$ cat src/rtl/rob_multi_commit.sv
// Reorder buffer with multi-lane in-order commit.
//
// Dispatch writes up to SS entries per cycle at the tail. Writeback ports mark
// entries done, and may also mark them mispredicted with a corrected PC. Commit
// retires the longest done prefix starting at head, up to SS entries per cycle.
// It stops after a mispredicted entry, which retires and raises flush. Flush
// empties the buffer in that same edge.
//
// Ports:
//   clk, rst                   clock, asynchronous active-low reset
//   dispatch_*                 per-lane allocate request / ready / allocated IDs
//   cdb_*                      writeback completions (done, mispredict, target)
//   commit_*                   retiring lanes, payload and RVFI order
//   flush, flush_pc            mispredict redirect, coincident with its commit
//   rob_count, rob_empty       occupancy
module rob_multi_commit #(
    parameter int unsigned SS        = 2,
    parameter int unsigned ROB_DEPTH = 16,
    parameter int unsigned CDB_PORTS = 3,
    parameter int unsigned ARCH_W    = 5,
    parameter int unsigned PHYS_W    = 6,
    parameter int unsigned PC_W      = 32,
    localparam int unsigned ID_W     = $clog2(ROB_DEPTH)
) (
    input  logic                      clk,
    input  logic                      rst,
    input  logic [SS-1:0]             dispatch_valid,
    input  logic [SS*ARCH_W-1:0]      dispatch_rd,
    input  logic [SS*PHYS_W-1:0]      dispatch_pd,
    input  logic [SS*PC_W-1:0]        dispatch_pc,
    output logic                      dispatch_ready,
    output logic [SS*ID_W-1:0]        dispatch_rob_id,
    input  logic [CDB_PORTS-1:0]      cdb_valid,
    input  logic [CDB_PORTS*ID_W-1:0] cdb_rob_id,
    input  logic [CDB_PORTS-1:0]      cdb_mispredict,
    input  logic [CDB_PORTS*PC_W-1:0] cdb_target,
    output logic [SS-1:0]             commit_valid,
    output logic [SS*ARCH_W-1:0]      commit_rd,
    output logic [SS*PHYS_W-1:0]      commit_pd,
    output logic [SS*PC_W-1:0]        commit_pc,
    output logic [SS*64-1:0]          commit_order,
    output logic                      flush,
    output logic [PC_W-1:0]           flush_pc,
    output logic [ID_W:0]             rob_count,
    output logic                      rob_empty
);

    logic [ID_W-1:0]      head_q, head_d, tail_q, tail_d;
    logic [ID_W:0]        count_q, count_d;
    logic [63:0]          order_q, order_d;
    logic [ROB_DEPTH-1:0] done_q, done_d, mp_q, mp_d;

    logic [ARCH_W-1:0]    rd_q     [ROB_DEPTH];
    logic [PHYS_W-1:0]    pd_q     [ROB_DEPTH];
    logic [PC_W-1:0]      pc_q     [ROB_DEPTH];
    logic [PC_W-1:0]      target_q [ROB_DEPTH];

    logic [ROB_DEPTH-1:0] occupied;
    logic [ID_W:0]        n_com, n_acc;

    // An entry is live when its distance from head is below the count.
    always_comb begin
        logic [ID_W-1:0] off;
        occupied = '0;
        off      = '0;
        for (int e = 0; e < ROB_DEPTH; e++) begin
            off         = ID_W'(e) - head_q;
            occupied[e] = {1'b0, off} < count_q;
        end
    end

    // Commit: the ready prefix from head. The chain breaks after a mispredict.
    always_comb begin
        logic            chain;
        logic [ID_W-1:0] idx;
        commit_valid = '0;
        commit_rd    = 'x;
        commit_pd    = 'x;
        commit_pc    = 'x;
        commit_order = '0;
        flush        = 1'b0;
        flush_pc     = '0;
        n_com        = '0;
        chain        = 1'b1;
        idx          = '0;
        for (int i = 0; i < SS; i++) begin
            idx = head_q + ID_W'(i);
            commit_order[i*64 +: 64] = order_q + 64'(i);
            if (chain && occupied[idx] && done_q[idx]) begin
                commit_valid[i]                = 1'b1;
                commit_rd[i*ARCH_W +: ARCH_W]  = rd_q[idx];
                commit_pd[i*PHYS_W +: PHYS_W]  = pd_q[idx];
                commit_pc[i*PC_W +: PC_W]      = pc_q[idx];
                n_com                          = n_com + 1'b1;
                if (mp_q[idx]) begin
                    flush    = 1'b1;
                    flush_pc = target_q[idx];
                    chain    = 1'b0;
                end
            end else begin
                chain = 1'b0;
            end
        end
    end

    // The registered count alone gates dispatch. Same-cycle commits free no space.
    assign dispatch_ready = (count_q <= (ID_W+1)'(ROB_DEPTH - SS)) && !flush;
    assign rob_count      = count_q;
    assign rob_empty      = (count_q == '0);

    always_comb begin
        for (int i = 0; i < SS; i++) begin
            dispatch_rob_id[i*ID_W +: ID_W] = tail_q + ID_W'(i);
        end
    end

    always_comb begin
        n_acc = '0;
        for (int i = 0; i < SS; i++) begin
            if (dispatch_ready && dispatch_valid[i]) begin
                n_acc = n_acc + 1'b1;
            end
        end
    end

    always_comb begin
        logic [ID_W-1:0] cid;
        cid     = '0;
        done_d  = done_q;
        mp_d    = mp_q;
        head_d  = head_q + n_com[ID_W-1:0];
        order_d = order_q + 64'(n_com);
        if (flush) begin
            tail_d  = head_d;
            count_d = '0;
            done_d  = '0;
            mp_d    = '0;
        end else begin
            tail_d  = tail_q + n_acc[ID_W-1:0];
            count_d = count_q + n_acc - n_com;
            for (int p = 0; p < CDB_PORTS; p++) begin
                cid = cdb_rob_id[p*ID_W +: ID_W];
                if (cdb_valid[p] && occupied[cid]) begin
                    done_d[cid] = 1'b1;
                    if (cdb_mispredict[p]) begin
                        mp_d[cid] = 1'b1;
                    end
                end
            end
            // Dispatch slots are never occupied, so no conflict with writeback.
            for (int i = 0; i < SS; i++) begin
                if (dispatch_ready && dispatch_valid[i]) begin
                    done_d[tail_q + ID_W'(i)] = 1'b0;
                    mp_d[tail_q + ID_W'(i)]   = 1'b0;
                end
            end
        end
    end

    always_ff @(posedge clk or negedge rst) begin
        if (!rst) begin
            head_q  <= '0;
            tail_q  <= '0;
            count_q <= '0;
            order_q <= '0;
            done_q  <= '0;
            mp_q    <= '0;
        end else begin
            head_q  <= head_d;
            tail_q  <= tail_d;
            count_q <= count_d;
            order_q <= order_d;
            done_q  <= done_d;
            mp_q    <= mp_d;
        end
    end

    // Payload storage needs no reset. The valid bits above guard every read.
    always_ff @(posedge clk) begin
        for (int i = 0; i < SS; i++) begin
            if (dispatch_ready && dispatch_valid[i]) begin
                rd_q[tail_q + ID_W'(i)] <= dispatch_rd[i*ARCH_W +: ARCH_W];
                pd_q[tail_q + ID_W'(i)] <= dispatch_pd[i*PHYS_W +: PHYS_W];
                pc_q[tail_q + ID_W'(i)] <= dispatch_pc[i*PC_W +: PC_W];
            end
        end
        // Descending scan so the lowest-index mispredicting port lands last.
        for (int p = CDB_PORTS - 1; p >= 0; p--) begin
            if (cdb_valid[p] && cdb_mispredict[p] && !flush &&
                occupied[cdb_rob_id[p*ID_W +: ID_W]]) begin
                target_q[cdb_rob_id[p*ID_W +: ID_W]] <= cdb_target[p*PC_W +: PC_W];
            end
        end
    end

endmodule

$ cat config.mk
export PLATFORM = sky130hd
export DESIGN_NAME = rob_multi_commit
export DESIGN_NICKNAME = d
export VERILOG_FILES = /design/src/rtl/rob_multi_commit.sv
export SDC_FILE = /design/constraint.sdc
export NUM_CORES = 2
export LEC_CHECK = 0
export ABC_AREA = 0
export CORE_AREA = 4 4 537 326
export DETAILED_ROUTE_END_ITERATION = 7
export DIE_AREA = 0 0 541 330
export GPL_TIMING_DRIVEN = 0
export PLACE_DENSITY_LB_ADDON = 0.08
export SYNTH_ARGS = -nofsm -noshare
export SYNTH_HDL_FRONTEND = slang
export SYNTH_SLANG_ARGS = --single-unit
$ cat constraint.sdc
create_clock -name clk -period 28.9 [get_ports clk]
set_input_delay 8.67 -clock clk [delete_from_list [all_inputs] [get_ports clk]]
set_output_delay 8.67 -clock clk [all_outputs]
set_load 0.01 [all_outputs]
==> results.cfg <==
[routing]
drtAntennaViolNets = 0
drtPass1Iterations = 8
drc_errors = 3
vias = 72400
wire_per_inst_um = 44.7
via_per_inst = 7.92
totalWireLength_mm = 409
drtIter0Drc = 15400

[grt]
grt_pass1_vias = 67400
track_usage_pct = 44.7
grt_pass1_wl_mm = 551
antenna_found_initial = 49
gr-total-overflow = 0
grt_start_max_net_pins = 72

[setup_path]
cp_max_fo = 10
worstSetupEndpointType = output pin
crit_family = buffers and inverters
required_ns = 20.23
worstPathArrival_ns = 13.60
crit_top_cell = clkbuf_1
startpoint_type = register
cpPeakStageDelay_ns = 1.21
cp_slowest_cell = clkbuf_1
crit_buf_inv = 12
crit_chain = buf_6 > buf_6 > buf_2 > buf_2 > clkbuf_1 > buf_2 > clkbuf_1 > clkbuf_1 > clkbuf_1 > o21ai_0 > xnor2_1 > ha_1 > a2111oi_2 > o311a_1 > nor4_1 > a32oi_1 > nand3_1 > buf_1 > nor3_2 > clkbuf_1 > a22o_1 > clkdlybuf4s50_1
path_class = register to output pin

[placement]
gp_congestion = 1.04
portBuffers = 384
place_hpwl_mm = 294
dpl_worst_slack_ns = 8.79
dpl_cell_area_um2 = 91400

[clock_network]
htreeDepth = 4
cts_tree = built
post_cts_resize_count = 0
max-clock-path-buffers = 4
cts-root-buf = clkbuf_16
clock-sinks = 1309
cts_setup_buffers = 0
numCtsBuffers = 146
clkSlewWorstSetupHoldPaths_ns = 0.07
clk-insertion-delay-late_ns = 0.85
hold_buffers = 0

[sta]
slew_violations = 108
min_period_ns = 22.27
layout_setup_ws_ns = 6.63
worstMarginPinSlew_ns = 1.62
fmax_mhz = 44.9
period_share_pct = 77.1
rsz0062_at_grt = no
slew_headroom_pct = -8.39
setup-tns-final_ns = 0
skew_ns = 0.0785
setup_viol = 0
hold_viol_final = 0
fin_hold_ws_ns = 0.546

[logic_synthesis]
synth-edff-count = 1200
synthArstFlopShare_pct = 8.33
syn-num-nets = 6405
syn_avg_cell_area_um2 = 13.5
ys.flop_type = edfxtp_1
yosysTopAreaCellShare_pct = 43.5
synth_top_area_cell = edfxtp_1
yosysSeqAreaShare_pct = 46.7
syn-instance-count = 6137
yosysWarnings = 0
synth.distinct_cells = 93
ys_seq_elements = 1309
synth.area.top_cells = edfxtp_1 43%, mux4_2 21%, o2bb2ai_1 5.2%, dfrtp_1 3.3%, a221oi_1 3.1%
syn_area_um2 = 82900

[final_layout]
fin_nets = 7013
layout-drive-gt1-share_pct = 22.9
area_delta_synth_final_pct = 15.9
post-route-cell-area_um2 = 96100
post-route-util_pct = 56.7

[pwr]
power_density_nw_per_um2 = 115
vdd_ir_drop_max_uv = 128
p_leak_nw = 32.0

[floorplanning]
dieWidth_um = 541
fp-row-count = 117
io_pins = 468
start_util_pct = 48.9
core_um2 = 170000
die-height_um = 330
dieArea_um2 = 179000

[run]
maxCapViolations = 11

[status]
status = finished, violations left
violations = design-rule violations, max-capacitance violations, max-slew violations

[min_path]
hold_class = register to register
layout make-up:
cell class	count	area, µm²
Timing Repair Buffer	460	5420
Inverter	98	368
Multi-Input combinational cell	3945	40900
Buffer	785	3290
Clock inverter	68	664
Tap cell	2261	2830
Fill cell	14000	73400
Sequential cell	1309	38800
Antenna cell	45	113
Clock buffer	177	3820
path summary, 6_finish.rpt:
check | start | end | slack (ns) | cells past startpoint
max | head_q[0] | flush_pc[2] | 6.63 | 22
min | mp_q[13] | mp_q[13] | 0.55 | 2
max reg2reg | head_q[0] | order_q[62] | 15.56 | 30
min reg2reg | mp_q[13] | mp_q[13] | 0.55 | 2
max in group asynchronous | rst | mp_q[15] | 20.32 | 2
min in group asynchronous | rst | order_q[63] | 7.78 | 1
Yosys cell counts, types with 9 or more instances:
cell       count
inv_1         97
o221ai_1      11
mux2i_1      249
o2bb2ai_1    491
o21ai_0       59
buf_4         17
xnor2_1       76
and2_1        45
nor4_1        23
nor3_1        67
xor2_1        68
or3_1         16
a2111oi_0      9
a22o_1        33
o31ai_1        9
nor2_1       215
nand2b_1      15
edfxtp_1    1200
clkbuf_1     474
a21o_1        12
a22oi_1       56
a21oi_1      361
nand4_1       38
ha_1          59
or2_2         22
a211oi_1      13
mux2_1        29
nor2b_1       21
a32o_1        13
buf_2        154
nand3_1       59
and3_1        29
buf_1        134
a221oi_1     292
mux4_2       766
dfrtp_1      109
mux2_2       220
nand2_1      417
worst register-to-register path: cells and delay by family (launching register included):
family / cells / cell delay [ns]
compound gates: 4 / 1.81
flops: 1 / 0.40
fa+ha+maj: 3 / 1.18
simple gates: 7 / 2.38
buf+inv: 14 / 7.07
xor+xnor: 2 / 0.37
through the flow:
step / power [W] / cells
final: 0.0111 / 9148
after global routing: 0.0112 / 9133
after CTS: 0.0107 / 9095
after detailed placement: 0.00880 / 8850
after global placement: 0.00870 / 8782
after floorplan: 0.00605 / 6137
routing by layer:
| layer | global-route usage [%] | vias to the layer above | part of all wire (%) |
|---|---|---|---|
| met1 | 64.7 | 36700 | 39 |
| met4 | 16.3 | 22 | 4.3 |
| li1 | - | 26500 | - |
| met2 | 54.1 | 8062 | 37 |
| met3 | 25.9 | 1179 | 20 |
| met5 | 1.70 | - | 0.11 |
where the power goes:
part           internal (W)  leakage [nW]  total, W  switching [W]
Clock               0.00105          2.20   0.00190       0.000842
Combinational       0.00256          17.5   0.00669        0.00413
Sequential          0.00235          12.3   0.00248       0.000128
Total               0.00596          32.0    0.0111        0.00510
cell families (layout without fill, tap and decap cells):
logic type      Yosys count  in the layout  share of synthesized area, %
compound gates         1487           1487                          13.8
flops                  1309           1309                          46.7
mux                    1264           1264                          27.2
simple gates            986            986                          5.39
buf+inv                 883           1588                          4.36
xor+xnor                144            144                          1.52
fa+ha+maj                64             64                          1.01
other cells               0             45                             0
registers in the layout, indices dropped and copies added, names as in the netlist:
name	cells
order_q	64
head_q	4
rob_count	5
mp_q	16
pd_q	96
target_q	512
rd_q	80
tail_q	4
done_q	16
pc_q	512
placed cells by master, fill, tap and decap left out, types with 161 or more instances in the layout:
cell,instances
a21oi_1,360
a221oi_1,292
buf_2,161
clkbuf_1,479
clkdlybuf4s50_1,383
edfxtp_1,1200
mux2_2,220
mux2i_1,249
mux4_2,766
nand2_1,415
nor2_1,201
o2bb2ai_1,491
No activity file was read; power rests on OpenSTA's default activity.
